==> config.mk <==
export PLATFORM = sky130hd
export DESIGN_NAME = uart_tx_fifo
export DESIGN_NICKNAME = d
export VERILOG_FILES = /design/src/rtl/uart_tx_fifo.sv
export SDC_FILE = /design/constraint.sdc
export NUM_CORES = 1
export LEC_CHECK = 0
export CAP_MARGIN = 25
export CORE_MARGIN = 2
export CORE_UTILIZATION = 40
export CTS_CLUSTER_DIAMETER = 150
export DETAILED_ROUTE_END_ITERATION = 10
export SLEW_MARGIN = 20
export SYNTH_ARGS = -nofsm -noshare
export SYNTH_HDL_FRONTEND = slang
export SYNTH_SLANG_ARGS = --single-unit
==> constraint.sdc <==
create_clock -name clk -period 7.5 [get_ports clk]
set_input_delay 1.125 -clock clk [delete_from_list [all_inputs] [get_ports clk]]
set_output_delay 1.125 -clock clk [all_outputs]
set_load 0.005 [all_outputs]
==> src/rtl/uart_tx_fifo.sv <==
// uart_tx_fifo: byte FIFO feeding an 8N1 serializer (LSB first) on uart_tx.
// Status outputs (ready, level, busy, sticky overflow) feed the IO register reads.
//
// Write handshake: a byte is taken on any clock edge where i_wr_valid && o_wr_ready.
// o_wr_ready is registered; it goes low after the edge that fills the FIFO. A pop on
// that same edge does not reopen it until the next cycle. i_wr_valid while o_wr_ready
// is low drops the byte and sets o_overflow. There is no back-pressure stall.
module uart_tx_fifo #(
   parameter int CLK_FREQ   = 100000000,
   parameter int BAUD_RATE  = 115200,
   parameter int FIFO_DEPTH = 16
) (
   input  logic                               clk,
   input  logic                               reset,
   input  logic                               i_wr_valid,
   input  logic [7:0]                         i_wr_data,
   output logic                               o_wr_ready,
   output logic [$clog2(FIFO_DEPTH+1)-1:0]    o_fifo_count,
   output logic                               o_busy,
   output logic                               o_overflow,
   input  logic                               i_clr_overflow,
   output logic                               uart_tx
);

   localparam int CLKS_PER_BIT = CLK_FREQ / BAUD_RATE;
   localparam int PTR_W        = $clog2(FIFO_DEPTH);
   localparam int CNT_W        = $clog2(FIFO_DEPTH + 1);
   localparam int TMR_W        = $clog2(CLKS_PER_BIT);

   localparam logic [TMR_W-1:0] TMR_LAST = TMR_W'(CLKS_PER_BIT - 1);
   localparam logic [CNT_W-1:0] CNT_FULL = CNT_W'(FIFO_DEPTH);

   typedef enum logic [1:0] {
      IDLE  = 2'd0,
      START = 2'd1,
      DATA  = 2'd2,
      STOP  = 2'd3
   } state_t;

   // FIFO storage and bookkeeping
   logic [7:0]       mem [FIFO_DEPTH];
   logic [PTR_W-1:0] wr_ptr;
   logic [PTR_W-1:0] rd_ptr;
   logic [CNT_W-1:0] count;
   logic [CNT_W-1:0] count_n;
   logic             push;
   logic             pop;

   // Serializer state
   state_t           state;
   state_t           state_n;
   logic [TMR_W-1:0] bit_tmr;
   logic [TMR_W-1:0] bit_tmr_n;
   logic [2:0]       bit_idx;
   logic [2:0]       bit_idx_n;
   logic [7:0]       shift;
   logic [7:0]       shift_n;
   logic             tx_n;

   assign push         = i_wr_valid && o_wr_ready;
   assign o_fifo_count = count;

   // Level update: simultaneous push and pop leave the count unchanged
   always_comb begin
      count_n = count;
      case ({push, pop})
         2'b10:   count_n = count + CNT_W'(1);
         2'b01:   count_n = count - CNT_W'(1);
         default: count_n = count;
      endcase
   end

   // Byte storage; contents are don't-care until written, so no reset
   always_ff @(posedge clk) begin
      if (push) begin
         mem[wr_ptr] <= i_wr_data;
      end
   end

   // Pointers, level, registered ready and sticky overflow (set beats clear)
   always_ff @(posedge clk) begin
      if (reset) begin
         wr_ptr     <= '0;
         rd_ptr     <= '0;
         count      <= '0;
         o_wr_ready <= 1'b1;
         o_overflow <= 1'b0;
      end else begin
         if (push) begin
            wr_ptr <= wr_ptr + PTR_W'(1);
         end
         if (pop) begin
            rd_ptr <= rd_ptr + PTR_W'(1);
         end
         count      <= count_n;
         o_wr_ready <= (count_n != CNT_FULL);
         if (i_wr_valid && !o_wr_ready) begin
            o_overflow <= 1'b1;
         end else if (i_clr_overflow) begin
            o_overflow <= 1'b0;
         end
      end
   end

   // Frame sequencing: start bit, 8 data bits LSB first, stop bit, back-to-back pops
   always_comb begin
      state_n   = state;
      bit_tmr_n = bit_tmr;
      bit_idx_n = bit_idx;
      shift_n   = shift;
      pop       = 1'b0;
      case (state)
         IDLE: begin
            if (count != '0) begin
               pop       = 1'b1;
               shift_n   = mem[rd_ptr];
               bit_tmr_n = '0;
               state_n   = START;
            end
         end
         START: begin
            if (bit_tmr == TMR_LAST) begin
               bit_tmr_n = '0;
               bit_idx_n = '0;
               state_n   = DATA;
            end else begin
               bit_tmr_n = bit_tmr + TMR_W'(1);
            end
         end
         DATA: begin
            if (bit_tmr == TMR_LAST) begin
               bit_tmr_n = '0;
               shift_n   = {1'b0, shift[7:1]};
               if (bit_idx == 3'd7) begin
                  state_n = STOP;
               end else begin
                  bit_idx_n = bit_idx + 3'd1;
               end
            end else begin
               bit_tmr_n = bit_tmr + TMR_W'(1);
            end
         end
         STOP: begin
            if (bit_tmr == TMR_LAST) begin
               bit_tmr_n = '0;
               if (count != '0) begin
                  pop     = 1'b1;
                  shift_n = mem[rd_ptr];
                  state_n = START;
               end else begin
                  state_n = IDLE;
               end
            end else begin
               bit_tmr_n = bit_tmr + TMR_W'(1);
            end
         end
         default: begin
            state_n = IDLE;
         end
      endcase
   end

   // Line level for the upcoming cycle, registered so uart_tx never glitches
   always_comb begin
      tx_n = 1'b1;
      case (state_n)
         START:   tx_n = 1'b0;
         DATA:    tx_n = shift_n[0];
         default: tx_n = 1'b1;
      endcase
   end

   // Serializer registers; busy is computed from next values so it tracks state/count
   always_ff @(posedge clk) begin
      if (reset) begin
         state   <= IDLE;
         bit_tmr <= '0;
         bit_idx <= '0;
         shift   <= '0;
         uart_tx <= 1'b1;
         o_busy  <= 1'b0;
      end else begin
         state   <= state_n;
         bit_tmr <= bit_tmr_n;
         bit_idx <= bit_idx_n;
         shift   <= shift_n;
         uart_tx <= tx_n;
         o_busy  <= (state_n != IDLE) || (count_n != '0);
      end
   end

endmodule

# --- Word-level counts from Yosys, hierarchy flattened ---
# Memory sizes are Yosys's and may differ from the RTL's. A register that Yosys moved wholly into a read port is not among the register bits.
# Index checks and enable logic that the tools add are counted.
classes:
  add_sub_neg: 6
  eq_ne: 15
  mux: 29
  n_reduce_logical: 14
op_table:
  columns: ["operator", "count"]
  rows:
  - ["$mux W8", 3]
  - ["$pmux W8 S3", 1]
  - ["$mux W10", 2]
  - ["$pmux W10 S2", 1]
  - ["$add A10 B1 Y10 const B", 1]
  - ["$eq A10 B10 Y1 const B", 1]
  - ["$mux W2", 5]
  - ["$ne A2 B2 Y1 const B", 5]
  - ["$pmux W5 S2", 1]
  - ["$reduce_bool A5 Y1", 2]
  - ["$mux W3", 3]
  - ["$add A4 B1 Y4 const B", 2]
  - ["$eq A2 B2 Y1 const B", 4]
  - ["$mux W4", 2]
  - ["$pmux W2 S4", 1]
  - ["$mux W1", 7]
  - ["$eq A2 B1 Y1 const B", 3]
  - ["$pmux W3 S2", 1]
  - ["$reduce_bool A2 Y1", 3]
  - ["$add A5 B1 Y5 const B", 1]
  - ["$ne A5 B5 Y1 const B", 1]
  - ["$sub A5 B1 Y5 const B", 1]
  - ["$pmux W1 S2", 2]
  - ["$reduce_and A4 Y1", 1]
  - ["9 further kinds", 10]
word_totals:
  ff_bits: 40
  mem_bits_rw: 128
  input_bits: 12
  elab_cells: 77
  mem_count: 1
memory_table:
  columns: ["name", "depth", "width", "read_ports", "rd_clocked_by_memory_dff", "wr", "line", "source"]
  rows:
  - ["mem", 16, 8, 1, 1, 1, "41", "logic [7:0] mem [FIFO_DEPTH];"]

# --- Depth between registers and ports, before layout ---
logic_depth:
  depth_word: 8
  depth_mapped: 11
  mapped_depth_nobuf: 11

# --- Worst setup path before layout ---
# OpenSTA, ideal clock, no wires.
synth_path:
  kind: "input-to-reg"
  startpoint: "in i_wr_valid"
  endpoint: "reg o_busy"
  arrival_time_ns: 3.035
  required_time_ns: 7.360
  slack_ns: 4.324
  cell_stages: 10
  path_buffers: 1
  cell_sequence: "and2_1 -> clkbuf_1 -> nor4_4 -> xor2_1 -> ha_1 -> a21oi_1 -> xor2_1 -> nor2_1 -> o32ai_2 -> a41oi_1"
synth_via:
  elab_chain_len: 5
synth_lines:
  columns: ["item", "line", "source"]
  rows:
  - ["start: declaration", "15", "input logic i_wr_valid,"]
  - ["$logic_and A1 B1 Y1 (*)", "60", "assign push = i_wr_valid && o_wr_ready;"]
  - ["$eq A2 B1 Y1 / $eq A2 B2 Y1 (equally long branches)", "66", "case ({push, pop})"]
  - ["$pmux W5 S2 (*)", "66", null]
  - ["$reduce_bool A5 Y1 (*)", "188", "o_busy <= (state_n != IDLE) || (count_n != '0);"]
  - ["$logic_or A1 B1 Y1 (*)", "188", null]
  - ["end signal: assignment", "188", null]
  - ["end: declaration", "19", "output logic o_busy,"]
# Mark *: on every way between the ends. The rest lies on a longest branch, timed or not.
# A chain may end at the register's enable or synchronous reset.

# --- Worst setup path after layout ---
# Same ends and word-level chain as after synthesis.

==> flow_summary.ini <==
[worst_setup_path]
ff2ff_setup_slack_ps = 4260
crit-reg2reg-launch = o_fifo_count[0]
worst_ep_required_time_ps = 7790
worst-setup-path-type = in -> reg
logic_depth_of_the_worst_register_to_register_path = 9
r2r_end = o_busy
critical_path.endpoint_type = flop
timing.critical_path.fanout_max = 9
critical_path.startpoint_type = input pin
worst-endpoint-arrival_ps = 3690

[hold_path]
holdPathEnd = bit_idx[1]
hold_depth = 2
hold_path_class = reg -> reg
hold_start = bit_idx[1]

[layout]
final_layout_size_suffix_gt1_frac = 0.1631
utilization = 0.4613
mostFrequentLayoutCells = sky130_fd_sc_hd__edfxtp_1, sky130_fd_sc_hd__nor2_1, sky130_fd_sc_hd__dfxtp_1, sky130_fd_sc_hd__mux4_2, sky130_fd_sc_hd__nand2_1
fin_nets = 537
number_of_diodes_added_for_antenna_fixing = 0
flow.area_growth_from_synthesis_pct = 13.81
most_common_cell_after_layout_fill_and_taps_aside = sky130_fd_sc_hd__edfxtp_1

[cts]
clkTransAtPathRegs_ps = 70
ctsHtreeMaxLevel = 4
post_cts.repair.setup_buffers = 0
cts_hold_buffers = 0
numCtsBuffers = 17
maximum_clock_path_buffer_count = 2
clock_latency_ps = 430
cts_resized = 0
tritoncts_clock_tree = yes
clock_sinks = 172
clockRootBuffer = sky130_fd_sc_hd__clkbuf_16

[die]
overall_die_area_um2 = 19170
area_inside_the_core_boundary_um2 = 17840
chip_height_um = 138.5
die-width_um = 138.5
initial_utilization = 0.4054
placementRows = 49
io-pin-count = 21

[timing]
ratio_of_final_minimum_period_to_clock_period = 0.4534
final_clock_skew_ps = 9.373
maxSlewViolCount = 0
tns_ps = 0
hold_viol_final = 0
max_slew_margin = 0.3401
final_period_minus_worst_setup_slack_ps = 3401
fmax_mhz = 294.1
worst_slack_ps = 4099
setup_repair_after_global_routing_missed_its_margin = no
tightest_slew_ps = 986.2
worst_hold_slack_ps = 469.0
setup_viol = 0

[pwr]
power.density_nw_per_um2 = 343.3
p_leak_uw = 0.002706
p_total_uw = 2825
vdd_ir_drop_max_uv = 189.6

[routing]
first_iter_violations = 319
avgViaCountPerCell = 5.449
drcViolationCount = 0
vias = 4087
drt-pass1-iter-count = 4
average_wire_length_per_cell_after_detail_routing_um = 19.69
detail-route-antenna-nets = 0
drt-total-wl_um = 14770

[placement]
detailedPlacementHpwl_um = 9497
pre_cts_ws_ps = 3671
place.port_buffers = 20
globalplace.congestion = 0.7745

[global_route]
largest_net_degree_at_the_start_of_global_routing = 40
global_route_wire_length_before_repair_um = 23480
grt_use_total = 0.1618
first_global_vias = 4260
grt_antenna_before_repair = 0
grt_remaining_overflow = 0

[yosys]
synth_area_per_cell_um2 = 14.82
synthesis.instances = 488
synth.distinct_cells = 48
share_of_the_yosys_chip_area_belonging_to_registers = 0.6533
syn-cell-area_um2 = 7232
synth_async_sr_flop_share = 0
synth-seq-cells = 172
synthesis.nets = 516
synth_edf_count = 128
synth_flop_cell = sky130_fd_sc_hd__edfxtp_1
ys.warnings.count = 0

[flow_run]
cap_violations = 0

[run_status]
status = complete, no violations
sequential cells by signal (all words and copies together) (netlist names), named ones only:
| register | cells |
|---|---|
| bit_idx | 3 |
| bit_tmr | 10 |
| mem | 128 |
| o_busy | 1 |
| o_fifo_count | 5 |
| o_overflow | 1 |
| o_wr_ready | 1 |
| rd_ptr | 4 |
| shift | 8 |
| state | 2 |
| uart_tx | 1 |
| wr_ptr | 4 |
how the worst max path moves through the flow:
stage | cells past startpoint | slack (ps) | start | endpoint
2_1_floorplan | 10 | 4320 | i_wr_valid | o_busy
3_3_place_gp | 10 | 3770 | i_wr_valid | o_busy
3_5_place_dp | 10 | 3670 | i_wr_valid | o_busy
4_1_cts | 10 | 4120 | i_wr_valid | o_busy
5_1_grt | 10 | 3900 | i_wr_valid | o_busy
6_report | 10 | 4100 | i_wr_valid | o_busy
kinds of logic (layout without fill, tap and decap cells):
logic type                 Yosys count  in the layout  share of synthesized area
DFF                                172            172                     0.6533
adders and majority gates           16             16                    0.02768
muxes                               44             44                     0.1303
xor gates and xnor gates            13             13                    0.01574
buffers and inverters               29             62                    0.01592
AOI/OAI and AO/OA                   58             58                    0.05346
and+or+nand+nor                    156            156                     0.1036
cell type report:
cell class / instances / area [µm²]
clock inverter: 13 / 130.1
sequential: 172 / 4727
inverter: 6 / 22.52
clock buffer: 18 / 429.2
fill: 1551 / 9610
multi-input combinational: 287 / 2397
tap: 229 / 286.5
timing repair buffer: 25 / 237.7
per-stage QoR:
step,cell area (µm²),instances
2_1_floorplan,7232,488
3_3_place_gp,7666,719
3_5_place_dp,7671,719
4_1_cts,8230,750
5_1_grt,8230,750
6_report,8230,750
worst max-delay path: stages:
cell and delay [ps]:
sky130_fd_sc_hd__clkdlybuf4s50_1 420, sky130_fd_sc_hd__and2_1 290, sky130_fd_sc_hd__nor4_4 530, sky130_fd_sc_hd__xor2_1 130
sky130_fd_sc_hd__ha_1 240, sky130_fd_sc_hd__a21oi_1 150, sky130_fd_sc_hd__xor2_1 240, sky130_fd_sc_hd__nor2_1 110
sky130_fd_sc_hd__o32ai_2 310, sky130_fd_sc_hd__a41oi_1 150
synth_stat cells (all sizes together) (2+ instances only):
cell,number,area (µm²)
ha,16,200.2
a21o,3,22.52
and3,7,45.05
nor2b,5,31.28
a41oi,2,36.29
xnor2,5,43.79
nand3b,5,37.54
mux4,40,900.9
clkbuf,15,56.30
inv,6,22.52
nor3,15,80.08
dfxtp,44,880.8
nand2,35,131.4
nand2b,4,25.02
a31oi,3,18.77
nand4,4,25.02
or3,2,12.51
nand3,6,30.03
a21oi,21,105.1
o21ai,10,50.05
edfxtp,128,3844
a211oi,6,45.04
a22oi,5,37.54
buf,8,36.28
xor2,8,70.07
and2,4,25.02
mux2i,3,30.03
nor2,62,232.7
report_power, final:
group          internal, µW  switching (µW)  total [µW]
clock                   463             384         847
combinational           353             460         813
sequential             1090            75.2        1160
total                  1910             919        2830
metal layers:
metal / vias to the layer above / routed length [µm] / track usage
met3: 16 / 663 / 0.04468
li1: 1905 / - / -
met1: 2085 / 6380 / 0.2042
met2: 81 / 7477 / 0.2678
met5: - / 0 / 0
met4: 0 / 249 / 0.06176
No activity file was read; power rests on OpenSTA's default activity.
